`config.mk`:
```
export PLATFORM = sky130hd
export DESIGN_NAME = arbitro_memoria_instrucao
export DESIGN_NICKNAME = d
export VERILOG_FILES = /design/src/rtl/arbitro_memoria_instrucao_pkg.sv /design/src/rtl/arbitro_memoria_instrucao_rr2.sv /design/src/rtl/arbitro_memoria_instrucao.sv
export SDC_FILE = /design/constraint.sdc
export NUM_CORES = 1
export LEC_CHECK = 0
export CAP_MARGIN = 20
export CORE_MARGIN = 2
export CORE_UTILIZATION = 37
export DETAILED_ROUTE_END_ITERATION = 8
export GPL_TIMING_DRIVEN = 0
export PLACE_DENSITY = 0.88
export SLEW_MARGIN = 20
export SYNTH_ARGS = -nofsm -noshare
export SYNTH_HDL_FRONTEND = slang
export SYNTH_SLANG_ARGS = --single-unit
```
`constraint.sdc`:
```
create_clock -name CLK -period 3.3 [get_ports CLK]
set_clock_uncertainty 0.2 [all_clocks]
set_input_delay 0.33 -clock CLK [delete_from_list [all_inputs] [get_ports CLK]]
set_output_delay 0.33 -clock CLK [all_outputs]
set_load 0.1 [all_outputs]
```
`src/rtl/arbitro_memoria_instrucao_pkg.sv`:
```
// Shared types for the instruction-memory arbiter: FSM states and grant codes.
package arbitro_memoria_instrucao_pkg;

    typedef enum logic {
        StBoot = 1'b0,
        StRun  = 1'b1
    } estado_e;

    typedef enum logic [1:0] {
        GNone  = 2'd0,
        GFetch = 2'd1,
        GLoad  = 2'd2
    } grant_e;

    // Bit positions in the request/grant vectors handed to the round-robin picker
    localparam int unsigned IdxFetch = 0;
    localparam int unsigned IdxLoad  = 1;

endpackage

```
`src/rtl/arbitro_memoria_instrucao_rr2.sv`:
```
// Two-way round-robin picker. Purely combinational; the "last winner" register lives
// in the parent so it can be reset together with the rest of the arbiter state.
module arbitro_memoria_instrucao_rr2
    import arbitro_memoria_instrucao_pkg::*;
(
    input  logic [1:0] req,       // [IdxFetch]=fetch, [IdxLoad]=loader
    input  logic       last_load, // 1: loader won the most recent grant
    output logic [1:0] gnt
);

    // Lone requester wins; on contention the side that did not win last time goes
    always_comb begin
        gnt = 2'b00;
        unique case (req)
            2'b01:   gnt = 2'b01;
            2'b10:   gnt = 2'b10;
            2'b11:   gnt = last_load ? 2'b01 : 2'b10;
            default: gnt = 2'b00;
        endcase
    end

endmodule

```
`src/rtl/arbitro_memoria_instrucao.sv`:
```
// Arbiter sharing the single-port instruction memory between the fetch unit (reads) and
// the program loader (writes). Fetch is held off in BOOT until the loader reports done.
module arbitro_memoria_instrucao
    import arbitro_memoria_instrucao_pkg::*;
#(
    parameter int unsigned AW = 10,
    parameter int unsigned DW = 32,
    parameter int unsigned CW = 16
) (
    input  logic          CLK,
    input  logic          RST,
    input  logic          f_req,
    input  logic [AW-1:0] f_addr,
    output logic          f_ack,
    output logic [DW-1:0] f_data,
    input  logic          l_req,
    input  logic [AW-1:0] l_addr,
    input  logic [DW-1:0] l_data,
    output logic          l_ack,
    input  logic          l_done,
    output logic          mem_we,
    output logic [AW-1:0] mem_addr,
    output logic [DW-1:0] mem_data,
    input  logic [DW-1:0] mem_q,
    output logic          boot,
    output logic [CW-1:0] stall_cnt
);

    estado_e       state_q, state_d;
    logic          last_load_q;
    logic          f_ack_q, l_ack_q;
    logic [DW-1:0] f_data_q;
    logic [CW-1:0] stall_q, stall_d;
    logic          f_elig, l_elig;
    logic [1:0]    gnt;
    grant_e        grant;

    // The ack mask stops a still-held request from being granted twice
    assign f_elig = f_req & ~f_ack_q & (state_q == StRun);
    assign l_elig = l_req & ~l_ack_q;

    arbitro_memoria_instrucao_rr2 u_rr2 (
        .req       ({l_elig, f_elig}),
        .last_load (last_load_q),
        .gnt       (gnt)
    );

    // Decode the one-hot picker output into a grant code
    always_comb begin
        grant = GNone;
        if (gnt[IdxFetch]) begin
            grant = GFetch;
        end else if (gnt[IdxLoad]) begin
            grant = GLoad;
        end
    end

    // BOOT -> RUN once the loader signals completion; only reset returns to BOOT
    always_comb begin
        state_d = state_q;
        if ((state_q == StBoot) && l_done) begin
            state_d = StRun;
        end
    end

    // Saturating count of RUN cycles where fetch was eligible but lost
    always_comb begin
        stall_d = stall_q;
        if ((state_q == StRun) && f_elig && (grant != GFetch) && !(&stall_q)) begin
            stall_d = stall_q + {{(CW-1){1'b0}}, 1'b1};
        end
    end

    // Memory port mux; the write enable is gated by RST so a granted write dies at once
    always_comb begin
        mem_we   = 1'b0;
        mem_addr = f_addr;
        mem_data = l_data;
        unique case (grant)
            GLoad: begin
                mem_we   = ~RST;
                mem_addr = l_addr;
            end
            GFetch:  mem_addr = f_addr;
            default: ;
        endcase
    end

    // State, ack pulses, read-data capture and round-robin history
    always_ff @(posedge CLK or posedge RST) begin
        if (RST) begin
            state_q     <= StBoot;
            last_load_q <= 1'b1;
            f_ack_q     <= 1'b0;
            l_ack_q     <= 1'b0;
            f_data_q    <= '0;
            stall_q     <= '0;
        end else begin
            state_q <= state_d;
            f_ack_q <= (grant == GFetch);
            l_ack_q <= (grant == GLoad);
            stall_q <= stall_d;
            if (grant == GFetch) begin
                f_data_q <= mem_q;
            end
            if (grant != GNone) begin
                last_load_q <= (grant == GLoad);
            end
        end
    end

    assign f_ack     = f_ack_q;
    assign l_ack     = l_ack_q;
    assign f_data    = f_data_q;
    assign boot      = (state_q == StBoot);
    assign stall_cnt = stall_q;

endmodule

```
==> results of run 1 <==
critical path, delay by kind of cell:
kind | cells | cell delay [ps]
buffers and inverters | 2 | 1480
AO/OA/AOI/OAI | 1 | 300
multiplexers | 1 | 380
AND/OR/NAND/NOR | 1 | 160
registers in the layout (all words and copies together) (netlist names):
signal and flops:
f_ack 1, l_ack 1, last_load_q 1, f_data 32
stall_cnt 16, state_q 1
final timing paths:
kind,to,slack [ps],depth (start not counted)
max,mem_addr[9],110,5
min,last_load_q,280,2
max reg2reg,stall_cnt[1],1290,5
min reg2reg,last_load_q,280,2
max in group asynchronous,last_load_q,1970,3
min in group asynchronous,f_data[20],320,2
through the flow:
stage               cells  TNS, ps  area, sq um  setup WS [ps]  hold slack, ps
floorplan             193        0         2530            414             239
global placement      423    -1350         4130           -172             258
detailed placement    424    -1490         4160           -193             269
CTS                   432        0         4260           87.2             283
global route          432        0         4260          0.764             288
finish                432        0         4260            114             279
power breakdown:
| group | internal, mW | switching (mW) |
|---|---|---|
| clock | 0.224 | 0.204 |
| combinational | 0.521 | 1.63 |
| sequential | 0.795 | 0.0950 |
layer usage:
metal	up-vias	track usage (%)	wire length, microns
met5	-	0	0
met4	0	4.26	31
met3	4	4.57	590
met2	116	27.8	3010
met1	925	18.1	2270
li1	950	-	-
final cells by class:
class / instances / share of cell area, %
Clock buffer: 5 / 1.62
Multi-Input combinational cell: 101 / 22.1
Timing Repair Buffer: 151 / 35.7
Clock inverter: 3 / 0.999
Buffer: 36 / 6.29
Tap cell: 80 / 2.35
Sequential cell: 52 / 30.6
Inverter: 4 / 0.353
kinds of logic after synthesis:
kind of cell / Yosys count / synth area share (%)
adders and majority gates: 1 / 0.496
buffers and inverters: 40 / 11.2
muxes: 43 / 19.2
DFF: 52 / 51.6
and+or+nand+nor: 34 / 10.0
xor gates and xnor gates: 15 / 5.21
AOI/OAI and AO/OA: 8 / 2.28
placed cells by master (no fill, tap or decap), drive strengths merged:
master,n
clkdlybuf4s50,142
dfrtp,51
mux2,43
buf,37
xnor2,15
dlygate4sd2,8
nand4,7
and3,6
clkbuf,5
nand2,4
o211ai,4
inv,4
nand3,4
and2,3
and4,2
o21ai,2
nor2,2
and2b,1
nand3b,1
a21oi,1
or3b,1
nor3b,1
nor3,1
o2111ai,1
or2,1
ha,1
clkinv,1
bufinv,1
clkinvlp,1
dfstp,1
==> impl_metrics.py, run 1 <==
metrics = {
    "run_status": {
        "outcome": "finished clean",
    },
    "die": {
        "die-area_sq_um": 7500,
        "rows": 30,
        "die_w_microns": 86.6,
        "die_h_microns": 86.6,
        "ios": 183,
        "initial_core_util_pct": 37.8,
        "core-area_sq_um": 6680,
    },
    "finish": {
        "nNetsFinal": 441,
        "drive_above_1_share_pct": 19.6,
        "n_fill_cell": 552,
        "final_util_pct": 63.7,
        "area_growth_pct": 68.7,
        "seqCellArea_sq_um": 1300,
        "multiInputGateArea_sq_um": 941,
        "antennaDiodeCount": 0,
    },
    "clock_network": {
        "htreeDepth": 2,
        "cts_resized": 8,
        "cts_tree": "done",
        "numCtsBuffers": 5,
        "cts-root-buf": "clkbuf_8",
        "path_clk_slew_ps": 90,
        "cts.path.max_buffers": 2,
        "cts_sinks": 52,
        "worstSkewPairLatency_ps": 300,
        "cts_setup_buffers": 0,
        "hold_buffers": 0,
    },
    "global_routing": {
        "grt_max_degree": 34,
        "grt_pass1_vias": 2014,
        "grt_pass1_wl_microns": 9300,
        "antenna_found_initial": 0,
        "overflow": 0,
        "grt_usage_pct": 15.6,
    },
    "power": {
        "leakage_nw": 1.81,
        "power_density_nw_per_um2": 814,
        "fin_total_pwr_mw": 3.47,
        "ir_worst_vdd_uv": 451,
    },
    "setup_path": {
        "cpPeakStageDelay_ps": 970,
        "cp.required_ps": 2770,
        "path_cells": "clkdlybuf4s50_1 -> nand3b_4 -> o21ai_1 -> mux2_2 -> clkdlybuf4s50_1",
        "crit_path_end_kind": "output port",
        "start_kind": "input port",
        "startpoint": "f_req",
        "cp_slowest_cell": "clkdlybuf4s50_1",
        "crit_path_max_fanout": 6,
        "r2r-start": "stall_cnt[0]",
        "critical_path_class": "in2out",
        "arrival_ps": 2660,
        "cp_common_cell": "clkdlybuf4s50_1",
    },
    "place": {
        "gp_congestion": 0.741,
        "hpwl_microns": 4880,
        "port_buffers": 150,
    },
    "job": {
        "maxCapViolCount": 0,
    },
    "synth": {
        "syn_nets": 283,
        "postSynthCellCount": 193,
        "synth-edff-count": 0,
        "synth.most_common_cell": "dfrtp_1",
        "yosys_warnings": 0,
        "synth.distinct_cells": 28,
        "synth_seq_cells": 52,
        "synthTopCellsByArea": "dfrtp_1, mux2_1, buf_4",
        "synthTopCellsByCount": "dfrtp_1, buf_4, mux2_1",
        "synth.avg_cell_area_sq_um": 13.1,
        "ys_async_sr_fraction_pct": 100,
        "synth.largest_area_cell": "dfrtp_1",
        "ys.flop_type": "dfrtp_1",
        "ys_seq_area_share_pct": 51.6,
        "synth_top_area_share_pct": 50.6,
        "mappedNetlistArea_sq_um": 2520,
    },
    "drt": {
        "via_per_inst": 4.62,
        "wl_per_cell_microns": 13.7,
        "drtAntennaViolNets": 0,
        "drc_errors": 0,
        "wirelength_microns": 5900,
        "vias": 1995,
        "dr.pass1.iters": 4,
        "drt-initial-drc-count": 28,
    },
    "sta": {
        "setup_viol": 0,
        "max_freq_mhz": 314,
        "slew_viol_final": 0,
        "rsz0062_at_grt": "false",
        "worst_pin_slew_ps": 988,
        "hold_violations": 0,
        "min_period_over_period_pct": 96.5,
        "min_period_ps": 3190,
        "max_slew_margin_pct": 33.9,
    },
    "hold_path": {
        "hold_path_class": "reg2reg",
        "min_from": "last_load_q",
    },
}
Note: power is estimated with default switching activity, not from simulation.
==> run 2, diff against run 1 <==
--- a/config.mk
+++ b/config.mk
@@ -5,12 +5,11 @@
 export SDC_FILE = /design/constraint.sdc
 export NUM_CORES = 1
 export LEC_CHECK = 0
-export CAP_MARGIN = 20
 export CORE_MARGIN = 2
 export CORE_UTILIZATION = 37
 export DETAILED_ROUTE_END_ITERATION = 8
-export GPL_TIMING_DRIVEN = 0
-export PLACE_DENSITY = 0.88
+export GPL_TIMING_DRIVEN = 1
+export PLACE_DENSITY = 0.86
 export SLEW_MARGIN = 20
 export SYNTH_ARGS = -nofsm -noshare
 export SYNTH_HDL_FRONTEND = slang
==> impl_metrics.py, run 2 (synthesized netlist as in run 1, its figures left out) <==
metrics = {
    "run_status": {
        "outcome": "finished clean",
    },
    "finish": {
        "finalNonFillerCells": 364,
        "antennaDiodeCount": 0,
        "nNetsFinal": 374,
        "drive_above_1_share_pct": 21.1,
        "n_fill_cell": 587,
        "final_common_cell": "clkdlybuf4s50_1",
        "largest_reg_flops": 32,
        "most-common-layout-cells": "clkdlybuf4s50_1, dfrtp_1, mux2_1, buf_4, xnor2_1",
        "area_growth_pct": 48.6,
        "stdcell_area_sq_um": 3750,
    },
    "setup_path": {
        "cp.required_ps": 2770,
        "start_kind": "input port",
        "crit_path_end_kind": "output port",
        "crit_path_max_fanout": 12,
        "critical_path_class": "in2out",
        "arrival_ps": 1930,
    },
    "die": {
        "die-area_sq_um": 7500,
        "die_h_microns": 86.6,
        "core-area_sq_um": 6680,
        "rows": 30,
        "die_w_microns": 86.6,
        "initial_core_util_pct": 37.8,
        "ios": 183,
    },
    "job": {
        "maxCapViolCount": 0,
    },
    "sta": {
        "setup_viol": 0,
        "max_slew_margin_pct": 33.1,
        "hold_violations": 0,
        "max_freq_mhz": 406,
        "slew_viol_final": 0,
        "rsz0062_at_grt": "false",
        "min_period_over_period_pct": 74.6,
        "worst_pin_slew_ps": 1000,
        "min_period_ps": 2460,
        "fin_tns_setup_ps": 0,
    },
    "clock_network": {
        "hold_buffers": 0,
        "cts_tree": "done",
        "cts_setup_buffers": 0,
        "cts_resized": 0,
        "numCtsBuffers": 5,
        "cts.path.max_buffers": 2,
        "cts_sinks": 52,
        "path_clk_slew_ps": 90,
        "cts-root-buf": "clkbuf_8",
        "worstSkewPairLatency_ps": 300,
        "htreeDepth": 2,
    },
    "power": {
        "leakage_nw": 1.60,
        "ir_worst_vdd_uv": 551,
        "power_density_nw_per_um2": 897,
    },
    "global_routing": {
        "antenna_found_initial": 0,
        "grt_pass1_vias": 1869,
        "grt_pass1_wl_microns": 8750,
        "grt_usage_pct": 14.8,
        "grt_max_degree": 53,
        "overflow": 0,
    },
    "drt": {
        "drt-initial-drc-count": 65,
        "drc_errors": 0,
        "drtAntennaViolNets": 0,
        "wirelength_microns": 5400,
        "via_per_inst": 4.90,
        "dr.pass1.iters": 4,
        "wl_per_cell_microns": 14.8,
        "vias": 1783,
    },
    "hold_path": {
        "hold_path_class": "reg2reg",
    },
    "place": {
        "dp_cells": 357,
        "post_dp_cell_area_sq_um": 3620,
        "port_buffers": 118,
        "gp_congestion": 0.728,
        "hpwl_microns": 4190,
    },
}
run 2: changes by cell type in the layout (fill, tap and decap cells not counted):
cell | before | now
inv_2 | 1 | 0
dlygate4sd2_1 | 8 | 0
a21oi_2 | 1 | 0
bufinv_16 | 1 | 2
clkinvlp_4 | 1 | 0
buf_12 | 0 | 10
clkdlybuf4s50_1 | 142 | 91
buf_2 | 1 | 0
buf_16 | 1 | 0
buf_4 | 35 | 19
a21oi_4 | 0 | 1
run 2: report_power, final:
group | internal (mW) | switching (mW)
logic | 0.494 | 1.48
registers | 0.795 | 0.0960
clock network | 0.299 | 0.203
total | 1.59 | 1.78
run 2: path summary, 6_finish.rpt:
path                              start           end  slack, ps  cells after the start
max                               f_req   mem_addr[8]        840                      6
min                         last_load_q   last_load_q        270                      2
max reg2reg                stall_cnt[0]  stall_cnt[1]       1310                      5
min reg2reg                 last_load_q   last_load_q        270                      2
max in group asynchronous           RST         f_ack       2010                      2
min in group asynchronous           RST         l_ack        340                      2
run 2: area by class of cell:
class,instances,area [sq um],area share (%)
clock buffers,5,68.8,1.84
clock inverters,2,60.1,1.60
inverters,4,16.3,0.434
multi-input cells,101,948,25.3
flip-flops and latches,52,1300,34.7
well taps,80,100,2.67
repair buffers,120,1250,33.4
run 2: metal layers:
metal  global-route usage (%)  part of all wire, %
met3                     5.24                   11
met1                     16.7                   38
met4                     4.69                  1.2
met5                        0                    0
met2                     26.0                   50
run 2: worst max-delay path, stage by stage:
cell	delay (ps)
clkdlybuf4s50_1	500
nand3b_4	170
o21ai_1	160
buf_4	210
mux2_2	380
buf_12	170
run 2: per-stage QoR:
stage	power, mW	hold WS, ps	worst slack (ps)	utilization [%]
floorplan	2.55	239	414	-
global placement	2.86	255	826	54.2
detailed placement	2.89	262	830	54.2
CTS	3.39	275	822	56.1
global route	3.49	310	768	56.1
finish	3.36	273	837	56.1
==> run 3, diff against run 2 <==
--- a/config.mk
+++ b/config.mk
@@ -6,10 +6,10 @@
 export NUM_CORES = 1
 export LEC_CHECK = 0
 export CORE_MARGIN = 2
-export CORE_UTILIZATION = 37
+export CORE_UTILIZATION = 35
 export DETAILED_ROUTE_END_ITERATION = 8
 export GPL_TIMING_DRIVEN = 1
-export PLACE_DENSITY = 0.86
+export PLACE_DENSITY = 0.82
 export SLEW_MARGIN = 20
 export SYNTH_ARGS = -nofsm -noshare
 export SYNTH_HDL_FRONTEND = slang
==> constraint.sdc (replaced) <==
create_clock -name CLK -period 2.6 [get_ports CLK]
set_clock_uncertainty 0.2 [all_clocks]
set_input_delay 0.26 -clock CLK [delete_from_list [all_inputs] [get_ports CLK]]
set_output_delay 0.26 -clock CLK [all_outputs]
set_load 0.1 [all_outputs]
==> impl_metrics.py, run 3 (synthesized netlist as in run 1, its figures left out) <==
metrics = {
    "setup_path": {
        "arrival_ps": 1850,
        "cpPeakStageDelay_ps": 550,
        "start_kind": "flip-flop",
        "path_cells": "inv_1 -> o21ai_1 -> buf_4 -> mux2_2 -> buf_12",
        "cp_slowest_cell": "dfstp_2",
        "cp.required_ps": 2140,
        "crit_path_max_fanout": 12,
        "crit_path_end_kind": "output port",
        "critical_path_class": "reg2out",
    },
    "sta": {
        "min_period_over_period_pct": 88.9,
        "setup_viol": 0,
        "rsz0062_at_grt": "false",
        "max_slew_margin_pct": 62.1,
        "hold_ws_ps": 225,
        "hold_violations": 0,
        "min_period_ps": 2310,
        "worst_pin_slew_ps": 568,
        "slew_viol_final": 0,
        "fin_ws_ps": 288,
        "max_freq_mhz": 433,
    },
    "power": {
        "ir_worst_vdd_uv": 665,
        "fin_total_pwr_mw": 4.06,
        "leakage_nw": 1.64,
        "power_density_nw_per_um2": 1100,
    },
    "die": {
        "core-area_sq_um": 6870,
        "die_w_microns": 88.9,
        "rows": 30,
        "initial_core_util_pct": 36.7,
        "die-area_sq_um": 7910,
        "ios": 183,
        "die_h_microns": 88.9,
    },
    "clock_network": {
        "cts_resized": 0,
        "hold_buffers": 0,
        "cts_sinks": 52,
        "numCtsBuffers": 5,
        "cts-root-buf": "clkbuf_8",
        "cts.path.max_buffers": 2,
        "cts_tree": "done",
        "path_clk_slew_ps": 90,
        "htreeDepth": 2,
        "worstSkewPairLatency_ps": 290,
        "cts_setup_buffers": 0,
    },
    "drt": {
        "via_per_inst": 4.67,
        "drt-initial-drc-count": 51,
        "drtAntennaViolNets": 0,
        "wirelength_microns": 5390,
        "dr.pass1.iters": 4,
        "drc_errors": 0,
        "vias": 1787,
        "wl_per_cell_microns": 14.1,
    },
    "finish": {
        "nNetsFinal": 376,
        "n_fill_cell": 606,
        "largest_reg_flops": 32,
        "final_common_cell": "clkdlybuf4s50_1",
        "most-common-layout-cells": "clkdlybuf4s50_1, buf_4, dfrtp_1, mux2_1, xnor2_1",
        "area_growth_pct": 46.8,
        "drive_above_1_share_pct": 33.8,
        "antennaDiodeCount": 0,
    },
    "global_routing": {
        "grtUsageMet1_pct": 15.7,
        "top_usage_layer": "met2",
        "antenna_found_initial": 0,
        "grt_max_degree": 34,
        "grt_usage_pct": 13.8,
        "met2_usage_pct": 24.2,
        "grt_pass1_vias": 1872,
        "overflow": 0,
        "use_met3_pct": 5.08,
        "grt_pass1_wl_microns": 8450,
    },
    "hold_path": {
        "hold_path_class": "in2async",
    },
    "run_status": {
        "outcome": "finished clean",
    },
    "job": {
        "maxCapViolCount": 0,
    },
    "place": {
        "hpwl_microns": 4220,
        "gp_congestion": 0.770,
        "port_buffers": 118,
        "dp_slack_ps": 363,
    },
}
==> run 3: area by class of cell <==
type	count	area, sq um	area share, %
Sequential cell	52	1300	35.2
Timing Repair Buffer	122	1220	32.9
Multi-Input combinational cell	101	953	25.7
Tap cell	96	120	3.24
Clock buffer	7	86.3	2.33
Inverter	4	15.0	0.405
Clock inverter	1	7.51	0.203
==> run 3: worst max-delay path, delay by kind of cell (launching register included) <==
family                 cells  cell delay [ps]
AOI/OAI and AO/OA          1              140
DFF                        1              550
muxes                      1              390
buffers and inverters      3              460
==> run 3: metal layers <==
layer  wire (microns)  part of all wire, %  vias to the layer above
met5                0                    0                        -
met4               45                 0.84                        0
met3              546                   10                       10
met2             2650                   49                       96
met1             2150                   40                      857
li1                 -                    -                      824
==> run 3: power by group <==
part,switching [mW],internal (mW)
clock network,0.257,0.217
registers,0.124,1.01
logic,1.87,0.585
total,2.25,1.81
==> run 3: path summary, 6_finish.rpt <==
kind | from | cells past startpoint | endpoint | slack, ps
max in group asynchronous | RST | 3 | last_load_q | 1370
worst min register to register | last_load_q | 2 | last_load_q | 280
worst max-delay path | last_load_q | 5 | mem_addr[8] | 290
worst min-delay path | RST | 2 | f_data[23] | 220
min in group CLK | last_load_q | 2 | last_load_q | 280
worst max register to register | stall_cnt[0] | 5 | stall_cnt[1] | 620
==> run 3: metrics by stage <==
stage | instances | util (%) | instance area (sq um) | setup TNS [ps]
5_1_grt | 383 | 53.9 | 3700 | 0
3_5_place_dp | 375 | 52.6 | 3610 | 0
3_3_place_gp | 375 | 52.6 | 3610 | 0
4_1_cts | 383 | 53.9 | 3700 | 0
2_1_floorplan | 193 | - | 2530 | -156
6_report | 383 | 53.9 | 3700 | 0
